$ cat src/rtl/download_fifo.sv
// download_fifo: elastic write buffer between the HPS download channel and the
// machine's download port. Bytes are queued with their 17-bit target address
// and drained into RAM one at a time whenever the RAM port grants a slot.
// The HPS is throttled through ioctl_wait, and dn_go frames the whole transfer.
module download_fifo #(
    parameter int unsigned DEPTH  = 16,
    parameter int unsigned WR_GAP = 1
) (
    input  logic        clk_sys,
    input  logic        reset_n,
    input  logic        ioctl_download,
    input  logic [7:0]  ioctl_index,
    input  logic        ioctl_wr,
    input  logic [15:0] ioctl_addr,
    input  logic [7:0]  ioctl_dout,
    output logic        ioctl_wait,
    input  logic        dn_ready,
    output logic        dn_go,
    output logic        dn_wr,
    output logic [23:0] dn_addr,
    output logic [7:0]  dn_data,
    output logic        overflow
);

    localparam int unsigned AW = $clog2(DEPTH);
    localparam int unsigned CW = AW + 1;
    // The gap counter needs at least one bit even when WR_GAP is 0
    localparam int unsigned GW = (WR_GAP > 0) ? $clog2(WR_GAP + 1) : 1;

    localparam logic [CW-1:0] FULL_LVL = CW'(DEPTH);
    // Raise backpressure two entries early: one HPS write may already be in flight
    localparam logic [CW-1:0] WAIT_LVL = CW'(DEPTH - 2);
    localparam logic [GW-1:0] GAP_LOAD = GW'(WR_GAP);

    localparam logic [1:0] ST_IDLE  = 2'd0;
    localparam logic [1:0] ST_FILL  = 2'd1;
    localparam logic [1:0] ST_DRAIN = 2'd2;
    localparam logic [1:0] ST_TAIL  = 2'd3;

    // Entry layout: {sel, ioctl_addr[15:0], data[7:0]}
    logic [24:0]   mem [DEPTH];
    logic [24:0]   head;
    logic [24:0]   new_entry;

    logic [AW-1:0] wr_ptr_q, wr_ptr_d;
    logic [AW-1:0] rd_ptr_q, rd_ptr_d;
    logic [CW-1:0] count_q, count_d;
    logic [GW-1:0] gap_q, gap_d;
    logic [1:0]    state_q, state_d;
    logic          dl_q;

    logic          wait_q;
    logic          go_q;
    logic          wr_q;
    logic [23:0]   addr_q;
    logic [7:0]    data_q;
    logic          ovf_q, ovf_d;

    logic          idx_ok;
    logic          dl_rise;
    logic          push_req;
    logic          push;
    logic          pop;
    logic          drop;

    // Push/pop decisions, occupancy, pacing and sticky overflow
    always_comb begin
        idx_ok    = (ioctl_index[7:1] == 7'd0);
        dl_rise   = ioctl_download && !dl_q && idx_ok;
        push_req  = ioctl_wr && ioctl_download && idx_ok;
        // A pop only ever consumes an entry that existed before this cycle
        pop       = (count_q != '0) && dn_ready && (gap_q == '0);
        // At full, a same-cycle pop frees the slot the push needs
        push      = push_req && ((count_q < FULL_LVL) || pop);
        drop      = push_req && !push;
        new_entry = {ioctl_index[0], ioctl_addr, ioctl_dout};
        head      = mem[rd_ptr_q];

        count_d  = count_q + CW'(push) - CW'(pop);
        wr_ptr_d = push ? (wr_ptr_q + AW'(1)) : wr_ptr_q;
        rd_ptr_d = pop ? (rd_ptr_q + AW'(1)) : rd_ptr_q;

        gap_d = gap_q;
        if (pop) begin
            gap_d = GAP_LOAD;
        end else if (gap_q != '0) begin
            gap_d = gap_q - GW'(1);
        end

        // A drop in the same cycle as a new download start still sets the flag
        ovf_d = ovf_q;
        if (dl_rise) begin
            ovf_d = 1'b0;
        end
        if (drop) begin
            ovf_d = 1'b1;
        end
    end

    // Transfer framing: IDLE -> FILL -> DRAIN -> TAIL -> IDLE
    always_comb begin
        state_d = state_q;
        case (state_q)
            ST_IDLE: begin
                if (dl_rise) begin
                    state_d = ST_FILL;
                end
            end
            ST_FILL: begin
                if (!ioctl_download) begin
                    state_d = ST_DRAIN;
                end
            end
            ST_DRAIN: begin
                // A restarted download keeps whatever is still queued
                if (dl_rise) begin
                    state_d = ST_FILL;
                end else if ((count_q == '0) && !pop) begin
                    state_d = ST_TAIL;
                end
            end
            ST_TAIL: begin
                if (dl_rise) begin
                    state_d = ST_FILL;
                end else begin
                    state_d = ST_IDLE;
                end
            end
            default: begin
                state_d = ST_IDLE;
            end
        endcase
    end

    // Storage array; no reset needed since occupancy is tracked separately
    always_ff @(posedge clk_sys) begin
        if (push) begin
            mem[wr_ptr_q] <= new_entry;
        end
    end

    // Control state and registered outputs
    always_ff @(posedge clk_sys or negedge reset_n) begin
        if (!reset_n) begin
            state_q  <= ST_IDLE;
            dl_q     <= 1'b0;
            wr_ptr_q <= '0;
            rd_ptr_q <= '0;
            count_q  <= '0;
            gap_q    <= '0;
            wait_q   <= 1'b0;
            go_q     <= 1'b0;
            wr_q     <= 1'b0;
            addr_q   <= '0;
            data_q   <= '0;
            ovf_q    <= 1'b0;
        end else begin
            state_q  <= state_d;
            dl_q     <= ioctl_download;
            wr_ptr_q <= wr_ptr_d;
            rd_ptr_q <= rd_ptr_d;
            count_q  <= count_d;
            gap_q    <= gap_d;
            wait_q   <= (count_d >= WAIT_LVL);
            go_q     <= (state_d != ST_IDLE);
            wr_q     <= pop;
            ovf_q    <= ovf_d;
            // Address/data hold their last value between strobes
            if (pop) begin
                addr_q <= {7'b0, head[24:8]};
                data_q <= head[7:0];
            end
        end
    end

    assign ioctl_wait = wait_q;
    assign dn_go      = go_q;
    assign dn_wr      = wr_q;
    assign dn_addr    = addr_q;
    assign dn_data    = data_q;
    assign overflow   = ovf_q;

    // Occupancy never exceeds the array size
    a_count_bound: assert property (@(posedge clk_sys) disable iff (!reset_n)
        count_q <= FULL_LVL);

    // With a nonzero gap, write strobes are never adjacent
    if (WR_GAP > 0) begin : g_gap_check
        a_wr_spacing: assert property (@(posedge clk_sys) disable iff (!reset_n)
            wr_q |=> !wr_q);
    end

endmodule

$ cat config.mk
export PLATFORM = sky130hd
export DESIGN_NAME = download_fifo
export DESIGN_NICKNAME = d
export VERILOG_FILES = /design/src/rtl/download_fifo.sv
export SDC_FILE = /design/constraint.sdc
export NUM_CORES = 1
export LEC_CHECK = 0
export ABC_AREA = 0
export CAP_MARGIN = 40
export CORE_UTILIZATION = 45
export DETAILED_ROUTE_END_ITERATION = 16
export SETUP_SLACK_MARGIN = 0.02
export SLEW_MARGIN = 20
export SYNTH_ARGS = -nofsm -noshare
export SYNTH_HDL_FRONTEND = slang
export SYNTH_SLANG_ARGS = --single-unit
$ cat constraint.sdc
create_clock -name clk_sys -period 4.1 [get_ports clk_sys]
set_input_delay 0.615 -clock clk_sys [delete_from_list [all_inputs] [get_ports clk_sys]]
set_output_delay 0.615 -clock clk_sys [all_outputs]
set_load 0.01 [all_outputs]
Word level (Yosys, flattened, before mapping) --
Memories as Yosys holds them, arrays and structs flattened. A register that Yosys moved wholly into a read port is not among the register bits. Cells that the tools add are included.
Word-level totals: bits in registers 21, memory bits (writable) 400, word-level logic and storage cells 54, memories kept 1
Memories:
- mem | words 16, width 25, read ports 1, clocked after Yosys merged registers in 1, wr ports 1, line 41 | logic [24:0] mem [DEPTH];
Cells by class: add/sub/neg operators 5, $lt $le $gt $ge 2, equal/unequal tests 3, muxes and demuxes 12, bitwise gates (word level) 1, reduce and logical (&&, ||, !) cells 20
Operators by type and width (count):
- $logic_and A1 B1 Y1 | 9
- $add A4 B1 Y4 const B | 2
- $mux W2 | 4
- $pmux W2 S4 | 1
- $logic_not A7 Y1 | 1
- $mux W1 | 7
- $add A5 B1 Y5 | 1
- $ge A5 B4 Y1 const B | 1
- $logic_not A5 Y1 | 1
- $lt A5 B5 Y1 const B | 1
- $reduce_bool A5 Y1 | 1
- $sub A5 B1 Y5 | 1
- $eq A2 B2 Y1 const B | 2
- $logic_not A1 Y1 | 4
- $reduce_bool A2 Y1 | 2
- $eq A2 B1 Y1 const B | 1
- $logic_not A2 Y1 | 1
- $logic_or A1 B1 Y1 | 1
- $not A1 Y1 | 1
- $sub A1 B1 Y1 const B | 1

Longest topological paths before layout --
Gate-level depths: netlist (run 1).
depth after elaboration 9, depth in mapped cells 13, mapped depth without buffers 13

Worst setup path after synthesis (run 1) --
OpenSTA, ideal clock, no wires.
path type input port to flip-flop, start in ioctl_index[4], end mem mem[2][0], enable pin, setup time 470 ps, data arrival time 3788 ps, required time 3630 ps, slack -158 ps, stages on the path 4, cell sequence nor4_2 > o2111a_2 > inv_2 > nor4_1
On the way: longest elaborated chain between the ends 5
Ends and longest elaborated chain:
- start, declared | line 12 | input logic [7:0] ioctl_index,
- $logic_not A7 Y1 | line 68 | idx_ok = (ioctl_index[7:1] == 7'd0);
- $logic_and A1 B1 Y1 | line 70 | push_req = ioctl_wr && ioctl_download && idx_ok;
- $logic_and A1 B1 Y1 | line 74 | push = push_req && ((count_q < FULL_LVL) || pop);
- $mux W1 | line 137 | if (push) begin
- $mux W1 (not written as such) | line 138 | mem[wr_ptr_q] <= new_entry;
- end, declared | line 41
Every way passes these cells.

Final worst setup path (run 1) --
start in ioctl_download, end reg wait_q, in the netlist ioctl_wait
On the way: longest elaborated chain between the ends 6
Ends and longest elaborated chain:
- start, declared | line 11 | input logic ioctl_download,
- $logic_and A1 B1 Y1 (2 in series) | line 70
- $logic_and A1 B1 Y1 | line 74
- $add A5 B1 Y5 | line 79 | count_d = count_q + CW'(push) - CW'(pop);
- $sub A5 B1 Y5 | line 79
- net count_d[4] | line 47 | logic [CW-1:0] count_q, count_d;
- $ge A5 B4 Y1 | line 164 | wait_q <= (count_d >= WAIT_LVL);
- end signal, assigned | line 164
- end, declared | line 52 | logic wait_q;
The timed path passes the listed nets, and every way through them passes these cells. A chain may end at the register's enable or synchronous reset.

==> qor.csv, run 1 <==
metric,value,unit
grt_overflow,0,
first_pass_iters,4,
die_w,197.4,um
vdd_ir_drop_max,0.0004118,V
crit_type,in2reg,
fp.dieH,197.4,um
utilization,52.81,%
crit_fanout,8,
setup_viol,0,
clockBufferDepth,3,
yosysSeqAreaShare,76.45,%
cts_resized,0,
crit_path_top_delay_cell,clkdlybuf4s50_1,
post_cts_buffers,0,
maxCapViolCount,0,
p_leak,6.578,nW
viasPerCell,5.543,
synth_seq_cells,445,
dieArea,38970,um^2
layout-drive-gt1-share,22.77,%
finalInstanceArea,19840,um^2
root_buffer,clkbuf_16,
drc_errors,0,
cts_tree,done,
worstPathRequired,4.53,ns
via_count,7921,
pwr-share-comb,24.5,%
grt_pass1_wl,52470,um
first_global_vias,8599,
hold_buffers,0,
placedInstanceArea,18400,um^2
synth_edf_count,400,
nNetsFinal,931,
fin_crit,3.168,ns
synth_flop_cell,edfxtp_1,
wl,35150,um
layout_common_cells,"edfxtp_1 (400), mux4_2 (100), clkdlybuf4s50_1 (64)",
row_count,71,
worst_pin_slew,0.8402,ns
core_area,37580,um^2
hpwl,18460,um
n_fill_cell,2901,
cts_sinks,445,
netlist_area,17180,um^2
clk_pin_slew,0.06,ns
cpMostUsedCell,ha_1,
post-route-period-util,77.26,%
crit_start,ioctl_download,
ys_warn_count,0,
worstPathArrival,3.60,ns
hold_viol_final,0,
synth.avg_cell_area,21.83,um^2
final_common_cell,edfxtp_1,
cts_buffers,46,
fmax,315.7,MHz
cpLargestDelayFamily,adder cells,
synthArstFlopShare,10.11,%
p_int,9.043,mW
power.switching,3.280,mW
netlist_instances,787,
endpoint_kind,register,
finalClockSkew,0.009800,ns
diodes,0,
areaGrowthSynthToFinish,15.48,%
h-tree-depth,2,
power_density,621.0,nW/um^2
status,"finished, final reports clean",
grt_setup_unrepaired,no,
grt_max_degree,103,
startpoint_type,input port,
synth_cell_types,42,
insertion_delay,0.55,ns
finalWeightedCongestion,0.7669,
port-buffer-count,65,
crit_chain,"clkdlybuf4s50_1, nor4b_2, o2111a_2, inv_2, ha_1, inv_1, ha_1, fa_1, a21oi_1, o21bai_1, xnor2_1, a31o_2",
ant_nets,0,
antenna_found_initial,0,
wl_per_cell,24.60,um
slowest_delay,0.51,ns
slew_violations,0,
r2r_start,count_q[2],
grt.total_usage,18.72,%
drtIter0Drc,544,
clkPwrFrac,32.0,%
hp-class,in2async,
relSlewSlack,43.99,%
io_pins,73,
sw_frac_of_total,26.61,%
seqPwrFrac,43.5,%
start_util,45.73,%
timing.critical_path.buf_inv,3,
fin_hold_ws,0.05878,ns
==> per-layer routing <==
layer / vias to the layer above / part of all wire, % / GRT usage, %
met5: - / 0 / 0
met2: 217 / 51 / 32.62
li1: 3449 / - / -
met1: 4208 / 42 / 24.34
met3: 47 / 5.1 / 3.090
met4: 0 / 1.9 / 5.139
==> worst paths after layout <==
check | slack (ns) | end | cells after the start
min in group clk_sys | 0.48 | dn_addr[15] | 1
min reg2reg | 0.48 | dn_addr[15] | 1
max | 0.93 | ioctl_wait | 12
max in group asynchronous | 3.17 | rd_ptr_q[3] | 2
min | 0.06 | count_q[0] | 1
max reg2reg | 1.09 | ioctl_wait | 13
==> stage by stage <==
| stage | power [mW] | instances | setup TNS (ns) | setup slack [ns] |
|---|---|---|---|---|
| floorplan | 7.683 | 793 | -15.79 | -0.1579 |
| global placement | 8.432 | 1344 | 0 | 0.5605 |
| detailed placement | 8.542 | 1345 | 0 | 0.3529 |
| CTS | 12.49 | 1429 | 0 | 0.9547 |
| global route | 12.86 | 1429 | 0 | 0.6955 |
| finish | 12.32 | 1429 | 0 | 0.9325 |
==> power groups by stage <==
stage | clock, mW | combinational (mW) | sequential [mW]
finish | 3.94 | 3.02 | 5.36
global route | 4.20 | 3.27 | 5.39
CTS | 4.04 | 3.09 | 5.36
detailed placement | 0 | 3.08 | 5.46
global placement | 0 | 2.99 | 5.44
floorplan | 0 | 2.29 | 5.40
==> state kept, by name (all words and copies together) (netlist names) <==
| register | flops |
|---|---|
| mem | 400 |
| dn_addr | 17 |
| dn_data | 8 |
| count_q | 5 |
| rd_ptr_q | 4 |
| wr_ptr_q | 4 |
| state_q | 2 |
| dl_q | 1 |
| dn_go | 1 |
| gap_q | 1 |
| ioctl_wait | 1 |
| overflow | 1 |
==> synthesized netlist by cell type, types with 7 or more instances <==
library cell | number | area, um^2
edfxtp_1 | 400 | 12010
mux4_2 | 100 | 2252
mux2i_1 | 25 | 250.2
buf_6 | 10 | 112.6
nor2_1 | 7 | 26.28
clkbuf_1 | 10 | 37.54
buf_2 | 13 | 65.06
a21o_1 | 26 | 195.2
o22ai_1 | 25 | 156.4
inv_1 | 14 | 52.55
nand2_1 | 8 | 30.03
a211oi_1 | 25 | 187.7
dfrtp_1 | 45 | 1126
buf_4 | 14 | 105.1
ha_1 | 11 | 137.6
and2_1 | 8 | 50.05
==> layout make-up <==
cell class              instances  area [um^2]  share of cell area, %
flip-flops and latches        445        13150                  66.25
well taps                     511        639.4                  3.222
clock buffers                  60         1287                  6.488
multi-input cells             284         3695                  18.62
repair buffers                 90        862.1                  4.344
clock inverters                24        157.7                 0.7945
inverters                      15        56.30                 0.2837
==> cells by family after synthesis <==
group	count (synthesis)	synth area share, %
multiplexers	125	14.56
XOR/XNOR	10	0.5097
other	1	0.02182
AO/OA/AOI/OAI	86	3.590
adder cells (fa/ha/maj)	12	0.9174
buffers and inverters	64	2.395
flip-flops	445	76.45
AND/OR/NAND/NOR	44	1.551
==> worst register-to-register path, delay by kind of cell (launching register included) <==
family	cells	cell delay, ns
AOI/OAI and AO/OA	3	0.49
xor gates and xnor gates	1	0.16
adders and majority gates	4	1.07
buffers and inverters	3	0.22
DFF	1	0.39
and+or+nand+nor	2	0.57
No activity file was read; power rests on OpenSTA's default activity.
==> run 2: changes to the inputs <==
Clock period 4.1 ns to 2.55 ns, I/O delays scaled along.
==> qor.csv, run 2 (synthesis results as in run 1) <==
metric,value,unit
endpoint_kind,register,
core_area,37580,um^2
grt.total_usage,19.10,%
wl,35580,um
post-route-period-util,104.0,%
grt_pass1_wl,54270,um
port-buffer-count,65,
root_buffer,clkbuf_16,
largest_register,mem,
layout_common_cells,"edfxtp_1 (400), mux4_2 (100), clkdlybuf4s50_1 (64)",
placedCellCount,1386,
worstPathArrival,3.07,ns
worstPathRequired,2.97,ns
cts_sinks,445,
clk_pin_slew,0.06,ns
slew_violations,0,
crit_fanout,2,
start_util,45.73,%
hp-class,in2async,
wl_per_cell,24.02,um
die_w,197.4,um
top_layer_used,met4,
insertion_delay,0.55,ns
dr_wl_met2,17840,um
final-seq-area,13150,um^2
met3WireLength,1754,um
post-place-ws,-0.6041,ns
finalWeightedCongestion,0.7650,
largest_reg_flops,400,
antenna_found_initial,0,
timing.critical_path.buf_inv,3,
fin_hold_ws,0.2545,ns
grt_setup_unrepaired,yes,
layout-drive-gt1-share,28.59,%
setup_viol,2,
violations,setup timing,
hpwl,21280,um
finalClockSkew,0.03042,ns
cpMostUsedCell,ha_4,
startpoint_type,register,
fmax,376.9,MHz
dieArea,38970,um^2
pwr-share-comb,26.2,%
vdd_ir_drop_max,0.0004767,V
worst_pin_slew,0.6031,ns
io_pins,73,
n_fill_cell,2798,
finalInstanceArea,20620,um^2
power_density,1001,nW/um^2
first_global_vias,8757,
drc_errors,0,
row_count,71,
cpLargestDelayFamily,adder cells,
multi_input_area,3782,um^2
setup_ws,-0.1031,ns
finalNonFillerCells,1481,
maxCapViolCount,0,
drtIter0Drc,688,
first_pass_iters,5,
utilization,54.86,%
final_common_cell,edfxtp_1,
ant_nets,0,
placedInstanceArea,18940,um^2
slowest_delay,0.47,ns
crit_type,reg2reg,
cts_buffers,45,
status,finished with violations,
cts_tree,done,
hold_viol_final,0,
viasPerCell,5.567,
clkPwrFrac,32.4,%
clockBufferDepth,3,
routedLengthMet1,15320,um
p_leak,6.921,nW
via_count,8245,
relSlewSlack,59.67,%
p_int,15.19,mW
fp.dieH,197.4,um
crit_chain,"inv_2, ha_4, or4b_4, nand2_4, inv_4, ha_4, inv_2, ha_4, fa_2, a21oi_2, o21bai_1, xnor2_1, a31o_2",
grt_max_degree,54,
fin_crit,2.653,ns
power.switching,5.435,mW
areaGrowthSynthToFinish,19.97,%
grt_overflow,0,
sw_frac_of_total,26.35,%
h-tree-depth,2,
crit_path_top_delay_cell,or4b_4,
seqPwrFrac,41.5,%
nNetsFinal,982,
[run 2: changes by cell type in the layout (fill, tap and decap cells not counted), sizes merged]
cell         before  now
dlygate4sd3       0    1
clkinvlp          0    3
diode             0    1
bufinv            2    6
inv              16   15
buf              26   77
clkbuf           60   55
clkinv           21   19
[run 2: final cells by class]
class	instances	area share, %
well taps	511	3.101
inverters	15	0.2852
multi-input cells	284	18.35
repair buffers	142	7.058
flip-flops and latches	445	63.77
clock buffers	55	5.990
diodes	1	0.01214
clock inverters	28	1.438
[run 2: what timing repair did]
item / in CTS / in global routing
hold buffers: 1 / 0
gates resized for setup: 7 / 2
endpoints found under the setup margin: 2 / 2
buffers inserted: 5 / 4
pin swaps: 6 / 5
hold endpoints to repair: 26 / 0
[run 2: path summary, 6_finish.rpt]
| kind | startpoint | slack (ns) | to | cells after the start |
|---|---|---|---|---|
| setup / recovery | count_q[3] | -0.10 | ioctl_wait | 13 |
| hold reg to reg | dn_addr[7] | 0.47 | dn_addr[7] | 1 |
| min in group clk_sys | ioctl_download | 0.47 | dl_q | 2 |
| setup reg to reg | count_q[3] | -0.10 | ioctl_wait | 13 |
| hold / removal | reset_n | 0.25 | count_q[1] | 2 |
| max in group asynchronous | reset_n | 1.63 | dn_addr[15] | 4 |
[run 2: power by group through the flow]
stage                     clock network, mW  registers, mW  logic, mW
after floorplan                           0           8.68       3.70
after global placement                    0           8.67       5.23
after detailed placement                  0           8.70       5.33
after CTS                              6.80           8.55       5.47
after global routing                   7.11           8.59       5.82
final                                  6.68           8.55       5.40
[run 2: stage by stage]
step | setup TNS, ns | power [mW]
after floorplan | -55.79 | 12.38
after global placement | -42.67 | 13.90
after detailed placement | -84.42 | 14.03
after CTS | -0.2369 | 20.83
after global routing | -0.3472 | 21.52
final | -0.1290 | 20.63
[run 2: routing by layer]
layer / GRT usage, % / up-vias
met3: 2.885 / 49
met5: 0 / -
met2: 31.92 / 220
met4: 5.225 / 0
met1: 26.27 / 4429
li1: - / 3547
==> run 3: changes to the inputs <==
Settings changed: CAP_MARGIN 40 to 20.
==> qor.csv, run 3 (synthesis results as in run 1) <==
metric,value,unit
pwr-share-comb,26.1,%
worstPathArrival,3.07,ns
seqPwrFrac,41.5,%
final_common_cell,edfxtp_1,
die_w,197.4,um
h-tree-depth,2,
largest_register,mem,
io_pins,73,
power.switching,5.418,mW
violations,setup timing,
setup_viol,2,
viasPerCell,5.557,
endpoint_kind,register,
clockBufferDepth,3,
fin_crit,2.651,ns
core_area,37580,um^2
grt_max_degree,54,
grt_pass1_wl,54270,um
p_int,15.19,mW
hold_viol_final,0,
finalClockSkew,0.02982,ns
drtIter0Drc,651,
finalWeightedCongestion,0.7650,
dieArea,38970,um^2
clkPwrFrac,32.4,%
port-buffer-count,65,
row_count,71,
startpoint_type,register,
nNetsFinal,981,
fmax,377.2,MHz
placedInstanceArea,18940,um^2
layout-drive-gt1-share,28.51,%
power_density,1001,nW/um^2
layout_common_cells,"edfxtp_1 (400), mux4_2 (100), clkdlybuf4s50_1 (64)",
root_buffer,clkbuf_16,
sw_frac_of_total,26.29,%
ant_nets,0,
crit_type,reg2reg,
multi_input_area,3782,um^2
crit_fanout,2,
grt_setup_unrepaired,yes,
post-route-period-util,104.0,%
cts_sinks,445,
n_fill_cell,2801,
fp.dieH,197.4,um
wl_per_cell,24.01,um
largest_reg_flops,400,
areaGrowthSynthToFinish,19.84,%
wl,35510,um
worstPathRequired,2.97,ns
grt.total_usage,19.10,%
maxCapViolCount,0,
utilization,54.80,%
first_global_vias,8757,
start_util,45.73,%
diodes,0,
drc_errors,0,
status,finished with violations,
antenna_found_initial,0,
vdd_ir_drop_max,0.0004768,V
grt_overflow,0,
slew_violations,0,
via_count,8219,
final-seq-area,13150,um^2
insertion_delay,0.55,ns
first_pass_iters,5,
setup_ws,-0.1011,ns
finalInstanceArea,20590,um^2
clk_pin_slew,0.06,ns
relSlewSlack,46.47,%
worst_pin_slew,0.8030,ns
fin_hold_ws,0.4728,ns
cts_buffers,45,
hpwl,21280,um
cts_tree,done,
p_leak,6.912,nW
hp-class,in2reg,
-- run 3: what timing repair did --
action	4_1_cts	5_1_grt
pin swaps	6	5
hold buffers	1	0
endpoints found under the hold margin	26	0
resized for setup	7	2
setup endpoints to repair	2	2
buffers inserted	5	4
-- run 3: critical path, cell delays in order (launching register included) --
cell,delay [ns]
dfrtp_1,0.39
inv_2,0.09
ha_4,0.12
or4b_4,0.47
nand2_4,0.10
inv_4,0.04
ha_4,0.25
inv_2,0.04
ha_4,0.16
fa_2,0.34
a21oi_2,0.12
o21bai_1,0.08
xnor2_1,0.14
a31o_2,0.22
-- run 3: per-stage QoR --
| step | power [mW] | setup slack, ns | TNS [ns] | instances |
|---|---|---|---|---|
| 3_5_place_dp | 14.03 | -0.6041 | -84.42 | 1386 |
| 5_1_grt | 21.51 | -0.2080 | -0.3472 | 1479 |
| 2_1_floorplan | 12.38 | -0.4262 | -55.79 | 793 |
| 4_1_cts | 20.83 | -0.1477 | -0.2369 | 1475 |
| 6_report | 20.61 | -0.1011 | -0.1265 | 1479 |
| 3_3_place_gp | 13.90 | -0.4646 | -42.67 | 1386 |
-- run 3: worst paths after layout --
kind                                 from  slack [ns]           to  depth (start not counted)
min                        ioctl_download        0.47         dl_q                          2
min reg2reg                    dn_addr[7]        0.47   dn_addr[7]                          1
min in group asynchronous         reset_n        0.48  rd_ptr_q[1]                          2
max                            count_q[3]       -0.10   ioctl_wait                         13
max reg2reg                    count_q[3]       -0.10   ioctl_wait                         13
max in group asynchronous         reset_n        1.36  dn_addr[15]                          3
-- run 3: final cells by class --
type	instances	area share, %
clock buffers	55	5.997
clock inverters	28	1.440
inverters	15	0.2856
multi-input cells	284	18.37
flip-flops and latches	445	63.84
well taps	511	3.105
repair buffers	141	6.969
-- run 3: layer usage --
layer	vias to the layer above	global-route usage [%]	part of all wire, %
met1	4410	26.27	43
met5	-	0	0
met4	0	5.225	1.9
li1	3547	-	-
met2	211	31.92	50
met3	51	2.885	4.5
-- run 3: power by group through the flow --
stage | registers, mW | logic (mW) | clock network (mW)
4_1_cts | 8.55 | 5.47 | 6.80
6_report | 8.55 | 5.39 | 6.67
3_5_place_dp | 8.70 | 5.33 | 0
3_3_place_gp | 8.67 | 5.23 | 0
2_1_floorplan | 8.68 | 3.70 | 0
5_1_grt | 8.59 | 5.82 | 7.11
